## src/rtl/dt_pkg.sv

```systemverilog
// Shared definitions for the DT datapath: image geometry, result-memory shape
// and the arbiter state encoding.
package dt_pkg;

    localparam int unsigned IMG_W  = 128;
    localparam int unsigned IMG_H  = 128;
    localparam int unsigned RES_AW = $clog2(IMG_W * IMG_H);
    localparam int unsigned RES_DW = 8;

    typedef enum logic {
        ARB  = 1'b0,
        LOCK = 1'b1
    } arb_state_t;

endpackage

```

## src/rtl/rr_pick.sv

```systemverilog
// Rotating-priority picker: the first set request at or after ptr_i wins.
// The picker is purely combinational.
module rr_pick #(
    parameter int unsigned NREQ = 3
) (
    input  logic [NREQ-1:0]         req_i,
    input  logic [$clog2(NREQ)-1:0] ptr_i,
    output logic [NREQ-1:0]         onehot_o,
    output logic [$clog2(NREQ)-1:0] idx_o,
    output logic                    any_o
);

    localparam int unsigned IW = $clog2(NREQ);

    int unsigned     cand;
    logic [IW-1:0]   cand_idx;

    always_comb begin
        onehot_o = '0;
        idx_o    = '0;
        any_o    = 1'b0;
        cand     = 0;
        cand_idx = '0;
        for (int unsigned k = 0; k < NREQ; k++) begin
            cand     = (32'(ptr_i) + k) % NREQ;
            cand_idx = IW'(cand);
            if (!any_o && req_i[cand_idx]) begin
                any_o    = 1'b1;
                idx_o    = cand_idx;
                onehot_o = NREQ'(1) << cand_idx;
            end
        end
    end

endmodule

```

## src/rtl/res_mem_arbiter.sv

```systemverilog
// Round-robin arbiter for the single-port result memory, with bounded lock
// bursts, a registered command stage (T+1) and a tagged read return (T+2).
module res_mem_arbiter
    import dt_pkg::*;
#(
    parameter int unsigned NREQ     = 3,
    parameter int unsigned AW       = RES_AW,
    parameter int unsigned DW       = RES_DW,
    parameter int unsigned MAX_HOLD = 16
) (
    input  logic                    clk,
    input  logic                    reset,
    input  logic [NREQ-1:0]         req,
    input  logic [NREQ-1:0]         we,
    input  logic [NREQ-1:0]         lock,
    input  logic [NREQ*AW-1:0]      addr,
    input  logic [NREQ*DW-1:0]      wdata,
    output logic [NREQ-1:0]         gnt,
    output logic [NREQ-1:0]         rvalid,
    output logic [DW-1:0]           rdata,
    output logic [$clog2(NREQ)-1:0] owner,
    output logic                    res_rd,
    output logic                    res_wr,
    output logic [AW-1:0]           res_addr,
    output logic [DW-1:0]           res_do,
    input  logic [DW-1:0]           res_di
);

    localparam int unsigned IW = $clog2(NREQ);
    localparam int unsigned HW = $clog2(MAX_HOLD + 1);

    function automatic logic [IW-1:0] nxt(input logic [IW-1:0] i);
        return (32'(i) == NREQ - 1) ? '0 : i + 1'b1;
    endfunction

    arb_state_t      state_q;
    logic [IW-1:0]   ptr_q;
    logic [IW-1:0]   owner_q;
    logic [HW-1:0]   hold_q;

    logic [NREQ-1:0] pick_req;
    logic [IW-1:0]   pick_ptr;
    logic [NREQ-1:0] win_oh;
    logic [IW-1:0]   win_idx;
    logic            win_any;
    logic [NREQ-1:0] others;
    logic            use_pick;
    logic            own_gnt;
    logic            preempt;
    logic            gnt_any;
    logic [IW-1:0]   gnt_idx;

    rr_pick #(.NREQ(NREQ)) u_pick (
        .req_i    (pick_req),
        .ptr_i    (pick_ptr),
        .onehot_o (win_oh),
        .idx_o    (win_idx),
        .any_o    (win_any)
    );

    // In LOCK the shared picker is reused to pick a preempting requester,
    // scanning from the requester just after the owner.
    always_comb begin
        others   = req & ~(NREQ'(1) << owner_q);
        pick_req = req;
        pick_ptr = ptr_q;
        use_pick = 1'b1;
        own_gnt  = 1'b0;
        preempt  = 1'b0;
        if (state_q == LOCK) begin
            if (!req[owner_q]) begin
                use_pick = 1'b0;
            end else if (hold_q == HW'(MAX_HOLD) && |others) begin
                preempt  = 1'b1;
                pick_req = others;
                pick_ptr = nxt(owner_q);
            end else begin
                use_pick = 1'b0;
                own_gnt  = 1'b1;
            end
        end
        gnt = '0;
        if (!reset) begin
            if (use_pick)     gnt = win_oh;
            else if (own_gnt) gnt = NREQ'(1) << owner_q;
        end
        gnt_any = |gnt;
        gnt_idx = use_pick ? win_idx : owner_q;
    end

    always_ff @(posedge clk) begin
        if (reset) begin
            state_q <= ARB;
            ptr_q   <= '0;
            owner_q <= '0;
            hold_q  <= '0;
        end else if (gnt_any) begin
            owner_q <= gnt_idx;
            if (state_q == ARB || preempt) begin
                ptr_q <= nxt(gnt_idx);
                if (lock[gnt_idx]) begin
                    state_q <= LOCK;
                    hold_q  <= HW'(1);
                end else begin
                    state_q <= ARB;
                    hold_q  <= '0;
                end
            end else if (lock[gnt_idx]) begin
                if (hold_q != HW'(MAX_HOLD)) hold_q <= hold_q + 1'b1;
            end else begin
                state_q <= ARB;
                hold_q  <= '0;
            end
        end else if (state_q == LOCK) begin
            state_q <= ARB;
            hold_q  <= '0;
        end
    end

    logic            res_rd_q;
    logic            res_wr_q;
    logic [AW-1:0]   res_addr_q;
    logic [DW-1:0]   res_do_q;
    logic [IW-1:0]   tag_q;
    logic [NREQ-1:0] rvalid_q;
    logic [DW-1:0]   rdata_q;

    always_ff @(posedge clk) begin
        if (reset) begin
            res_rd_q   <= 1'b0;
            res_wr_q   <= 1'b0;
            res_addr_q <= '0;
            res_do_q   <= '0;
            tag_q      <= '0;
            rvalid_q   <= '0;
            rdata_q    <= '0;
        end else begin
            res_rd_q <= gnt_any && !we[gnt_idx];
            res_wr_q <= gnt_any &&  we[gnt_idx];
            if (gnt_any) begin
                res_addr_q <= addr[32'(gnt_idx) * AW +: AW];
                res_do_q   <= wdata[32'(gnt_idx) * DW +: DW];
                tag_q      <= gnt_idx;
            end
            rvalid_q <= res_rd_q ? (NREQ'(1) << tag_q) : '0;
            if (res_rd_q) rdata_q <= res_di;
        end
    end

    assign owner    = owner_q;
    assign res_rd   = res_rd_q;
    assign res_wr   = res_wr_q;
    assign res_addr = res_addr_q;
    assign res_do   = res_do_q;
    assign rvalid   = rvalid_q;
    assign rdata    = rdata_q;

endmodule
```

## config.mk

```make
export PLATFORM = sky130hd
export DESIGN_NAME = res_mem_arbiter
export DESIGN_NICKNAME = d
export VERILOG_FILES = /design/src/rtl/dt_pkg.sv /design/src/rtl/rr_pick.sv /design/src/rtl/res_mem_arbiter.sv
export SDC_FILE = /design/constraint.sdc
export NUM_CORES = 1
export LEC_CHECK = 0
export CAP_MARGIN = 20
export CORE_AREA = 2 2 82 100
export CTS_CLUSTER_SIZE = 24
export DETAILED_ROUTE_END_ITERATION = 12
export DIE_AREA = 0 0 84 102
export PLACE_DENSITY = 0.8
export SYNTH_ARGS = -nofsm -noshare
export SYNTH_HDL_FRONTEND = slang
export SYNTH_SLANG_ARGS = --single-unit
```

## constraint.sdc

```tcl
create_clock -name clk -period 5.4 [get_ports clk]
set_input_delay 1.08 -clock clk [delete_from_list [all_inputs] [get_ports clk]]
set_output_delay 1.08 -clock clk [all_outputs]
set_load 0.005 [all_outputs]
```

After elaboration in Yosys (flattened, before gate mapping)
Cells that the tools add are included.
{"block": "word_totals", "ff_bits": 45, "out_inout_bits": 40, "elab_cells": 105}
{"block": "classes", "n_addsub": 5, "multipliers": 1, "n_div": 3, "magnitude_cmp": 5, "eq_ne": 6, "shifts": 6, "muxes": 48, "bitwise": 5, "n_reduce_logical": 16}
{"cell": "modulo 32 x 2 -> 32 bit (second input constant)", "n": 2}
{"cell": "variable part select 42 x 7 -> 14 bit", "n": 1}
{"cell": "modulo 2 x 2 -> 32 bit (second input constant)", "n": 1}
{"cell": "two-way mux 3 bit", "n": 9}
{"cell": "two-way mux 5 bit", "n": 5}
{"cell": "variable part select 24 x 6 -> 8 bit", "n": 1}
{"cell": "two-way mux 1 bit", "n": 19}
{"cell": "two-way mux 2 bit", "n": 9}
{"cell": "< comparator 2 x 3 -> 1 bit (second input constant)", "n": 5}
{"cell": "binary-select mux 1 bit (select 2 bit)", "n": 6}
{"cell": "left shift 1 x 2 -> 3 bit (first input constant)", "n": 4}
{"cell": "OR reduction 3 bit", "n": 2}
{"cell": "adder 5 x 1 -> 5 bit (second input constant)", "n": 1}
{"cell": "equality test 5 bit (second input constant)", "n": 1}
{"cell": "logical AND 1 bit", "n": 5}
{"cell": "multiplier 2 x 3 -> 5 bit (second input constant)", "n": 1}
{"cell": "!= test 5 bit (second input constant)", "n": 1}
{"cell": "adder 2 x 1 -> 2 bit (second input constant)", "n": 2}
{"cell": "equality test 2 bit (second input constant)", "n": 2}
{"cell": "!= test 4 x 3 -> 1 bit (second input constant)", "n": 1}
{"cell": "AND reduction 2 bit", "n": 2}
{"cell": "OR reduction 2 bit", "n": 2}
{"cell": "adder 2 x 1 -> 3 bit (second input constant)", "n": 1}
{"cell": "adder 2 x 2 -> 3 bit (second input constant)", "n": 1}
{"cell": "other kinds (7)", "n": 11}

Depth between registers and ports, before layout
{"block": "logic_depth", "ltp_word": 24, "mapped_depth": 21, "mapped_depth_nobuf": 17}

Modules after synthesis
A second synthesis with hierarchy kept.
{"block": "hier_totals", "hier_cells": 337, "hier_area_um2": 2989.1}
{"module": "res_mem_arbiter", "n_inst": 1, "cells_each": 285, "area_each_um2": 2607.5, "seq_area_each_um2": 900.9}
{"module": "rr_pick", "n_inst": 1, "cells_each": 52, "area_each_um2": 381.6, "seq_area_each_um2": 0.0}

Worst setup path after synthesis
No wires, ideal clock.
{"block": "synth_timing", "path_type": "input -> output", "startpoint": "in req[1]", "endpoint": "out gnt[1]", "arrival_ns": 4.377, "t_required_ns": 4.320, "path_slack_ns": -0.057, "path_stages": 16, "cell_sequence": "clkbuf_1 -> nor2_1 -> a221o_1 -> or2_2 -> or2_2 -> a22o_1 -> inv_1 -> ha_1 -> clkbuf_1 -> and3b_1 -> o41ai_1 -> o211ai_1 -> a211o_1 -> o21a_1 -> a221o_1 -> inv_1"}
{"block": "synth_between", "elab_chain_cells": 18}
{"item": "start, declared", "line_no": "res_mem_arbiter.sv:13", "text": "input logic [NREQ-1:0] req,"}
{"item": "parallel branches: the longest is 16 deep, another holds modulo 32 x 2 -> 32 bit"}
{"item": "two-way mux 3 bit (*)", "line_no": "res_mem_arbiter.sv:84", "text": "if (use_pick) gnt = win_oh;"}
{"item": "two-way mux 3 bit (*)", "line_no": "res_mem_arbiter.sv:83", "text": "if (!reset) begin"}
{"item": "end, declared", "line_no": "res_mem_arbiter.sv:18", "text": "output logic [NREQ-1:0] gnt,"}
Mark *: on every way between the ends. The select of a mux whose other input is x is not followed.

Worst setup path in the final report
Same ends and word-level chain as after synthesis.

==> results.md <==
* Status: complete, no violations
* Final min period at ~5.2 ns
* Post-synth EDFFs at 0
* Final core utilization at 60.73%
* Endpoint class of the critical path: output port
* Reg2reg setup slack at 1.09 ns
* Synth Area in Simple Gates at ~20%
* Arr. time, crit path at between 4 and 5 ns
* Antenna Violating Nets Remaining at 0
* Number of max-cap violations at 0
* Part of the cycle the worst path needs at a little over nine tenths
* Final WL at ~9 mm
* Syn avg cell area at between 8 and 9 sq um
* Initial antenna violation count at 0
* Crit path launch: req[1]
* Via density at 5.354
* CP Max Fanout at 6
* Worst vdd ir at approximately 0.00026 V
* Clk slew on worst S/H paths at 0.08 ns
* Critical Path End: gnt[1]
* Area share of fa/ha/maj cells after synthesis at ~2.2%
* Final Hold Fails at 0
* Detailed Routing Iterations Pass 1 at 4
* Hold Path Class: reg2reg
* Most frequent cells in the layout: clkdlybuf4s50_1 (118), nor2_1 (67), dfxtp_1 (45)
* Worst-Margin Slew at about 0.6 ns
* Reg2reg start: tag_q[1]$_SDFFE_PP0P_
* Worst rel slew slack at 59.95%
* Netlist Area Pre-Place at roughly 2900 sq um
* Xor and xnor area share after synthesis at less than 1%
* GRT Total Usage at approximately 20%
* Syn_nets at roughly 440
* Leading cell type in the layout, fill and taps excluded: clkdlybuf4s50_1
* Share of cells above drive strength 1 at 16.16%
* Largest net degree at the start of global routing at between 40 and 50
* ANT cells at 0
* Worst endpoint required time at about 4.3 ns
* Die Ht at between 100 and 150 um
* Drc violations at 0
* RSZ-0062 raised after global routing: no
* Reg2Reg Depth at 16
* Vias post-DR at roughly 3100
* Highest clock rate at ~190 MHz
* FF-to-FF End: hold_q[0]$_SDFFE_PP0P_
* FFs w/ async S/R, synth at 0%
* Post-Syn Instances at 348
* RePlAce Congestion at roughly 0.90
* Setup CP Type: in2out
* Final HPWL DP at roughly 7 mm
* Fin. max-slew vios at 0
* Num CTS Buffers at 5
* Tot Pwr at between 2 and 2.5 mW
* Cell variety after synth at 60
* Yosys warns at 0
* Total clock sinks at 45
* Global route overflow at 0
* Main synth FF type: dfxtp_1
* Largest family of logic cells by synthesized area: compound AO/OA/AOI/OAI gates
* H-tree Lvls at 2
* DIE AREA at between 8000 and 9000 sq um
* First-pass GRT wire length at ~14 mm
* Final nets at roughly 600
* Area added between synthesis and finish at 58.63%
* Area contributors post-synth: dfxtp_1 (31%), mux2i_1 (12%), nor2_1 (8.8%)
* Hold WS at 0.5002 ns
* # IOs at 125
* Vias in the first global route at between 3000 and 4000
* Core area at around 7600 sq um
* Post-synthesis compound-gate area fraction at a little over a quarter
* Final setup violation count at 0
* Synth Register Bits at between 40 and 50
* Post-DP Area at ~4400 sq um
* Clk buf depth at 2
* Top cell type's share of synthesized area at between 30% and 40%
* Pleak at between 1.5 and 2 nW
* WL per Instance at 15.22 um
* Sequential area share after synthesis at a little under a third
* # rows at 35
* Final Skew at about 0.0056 ns
* Initial Util at a little under two fifths
* Pwr per Cell Area at about 520 nW/um^2
* I/O Buffers at ~120
* Iteration-0 DRC Markers at 120
* Cell area after layout at 4601 sq um
* Portion of netlist area occupied by mux cells at between 10 and 15%
* Die X-Extent at ~84 um
* Area leader, netlist: dfxtp_1
* CTS tree: built
* CTS Root Cell: clkbuf_8
* Worst-Skew Late Latency at 0.30 ns
* CP startpoint kind: primary input
[registers in the layout, indices dropped and copies added (netlist names)]
| signal | flops |
|---|---|
| res_addr | 14 |
| rdata | 8 |
| res_do | 8 |
| hold_q | 5 |
| rvalid | 3 |
| ptr_q | 2 |
| tag_q | 2 |
| res_rd | 1 |
| res_wr | 1 |
| state_q | 1 |
[cell type report]
type / count / area, sq um
Fill cell: 677 / 2975
Multi-Input combinational cell: 265 / 1853
Timing Repair Buffer: 166 / 1570
Sequential cell: 45 / 900.9
Tap cell: 92 / 115.1
Clock buffer: 6 / 82.58
Inverter: 11 / 41.29
Clock inverter: 2 / 37.54
[per-stage QoR]
step / TNS, ns / instances / worst slack, ns
final: 0 / 587 / 0.2042
after global routing: 0 / 587 / 0.04944
after CTS: 0 / 587 / 0.01656
after detailed placement: -1.855 / 577 / -0.7084
after global placement: -1.692 / 577 / -0.6464
after floorplan: 0 / 348 / 0.02011
[kinds of logic (layout without fill, tap and decap cells)]
family	after synthesis	after routing
xor gates and xnor gates	2	2
buffers and inverters	38	185
muxes	37	37
AOI/OAI and AO/OA	99	99
and+or+nand+nor	122	122
adders and majority gates	5	5
DFF	45	45
[critical path, cell delays in order]
cell             delay, ns
buf_2                 0.12
nor2_1                0.04
a221o_1               0.33
or2_2                 0.29
or2_4                 0.24
a22o_1                0.26
inv_2                 0.08
ha_4                  0.22
and3b_1               0.22
o41ai_2               0.06
o211ai_1              0.14
a21oi_2               0.06
buf_4                 0.14
o21a_1                0.18
a221o_1               0.37
inv_1                 0.08
clkdlybuf4s15_2       0.20
[how the worst min path moves through the flow]
stage / startpoint / end / cells after the start
final: res_addr[2]$_SDFFE_PP0P_ / res_addr[2]$_SDFFE_PP0P_ / 2
after global routing: res_do[4]$_SDFFE_PP0P_ / res_do[4]$_SDFFE_PP0P_ / 2
after CTS: rdata[4]$_SDFFE_PP0P_ / rdata[4]$_SDFFE_PP0P_ / 2
after detailed placement: rdata[4]$_SDFFE_PP0P_ / rdata[4]$_SDFFE_PP0P_ / 2
after global placement: rdata[5]$_SDFFE_PP0P_ / rdata[5]$_SDFFE_PP0P_ / 2
after floorplan: ptr_q[0]$_SDFFE_PP0P_ / ptr_q[0]$_SDFFE_PP0P_ / 2
[power by group]
part           internal, mW  switching, mW  total (mW)  leakage, nW
Sequential            0.457         0.0798       0.537        0.370
Combinational         0.821          0.751        1.57         1.45
Clock                 0.151          0.116       0.267       0.0574
[Yosys cell counts (all sizes together) (2+ instances only)]
cell type and number:
clkbuf 11, o41ai 3, and2 4, mux2i 36
ha 5, nor3 5, nand3 4, and3 2
or2 4, xor2 2, o41a 2, buf 16
a22o 2, o2bb2ai 4, nor4 2, a32o 2
o21ai 5, o2111ai 2, or3b 2, inv 11
nand3b 3, nand2 16, dfxtp 45, a221o 2
a31oi 2, and3b 2, nand2b 5, a21oi 35
a211o 2, o31ai 2, o211ai 2, a211oi 22
nor2 68
[per-layer routing]
layer	track usage [%]	up-vias	routed length (um)
met5	0	-	0
met4	8.437	0	244
met3	4.927	22	541
met2	38.28	118	4732
met1	21.86	1454	3419
li1	-	1549	-
[timing repair]
action | in CTS | in global routing
buffers inserted | 2 | 0
setup endpoints to repair | 3 | 2
cloned | 0 | 0
hold buffers | 0 | 0
gates resized for setup | 20 | 8
pin swaps | 7 | 5
Note: power is estimated with default switching activity, not from simulation.
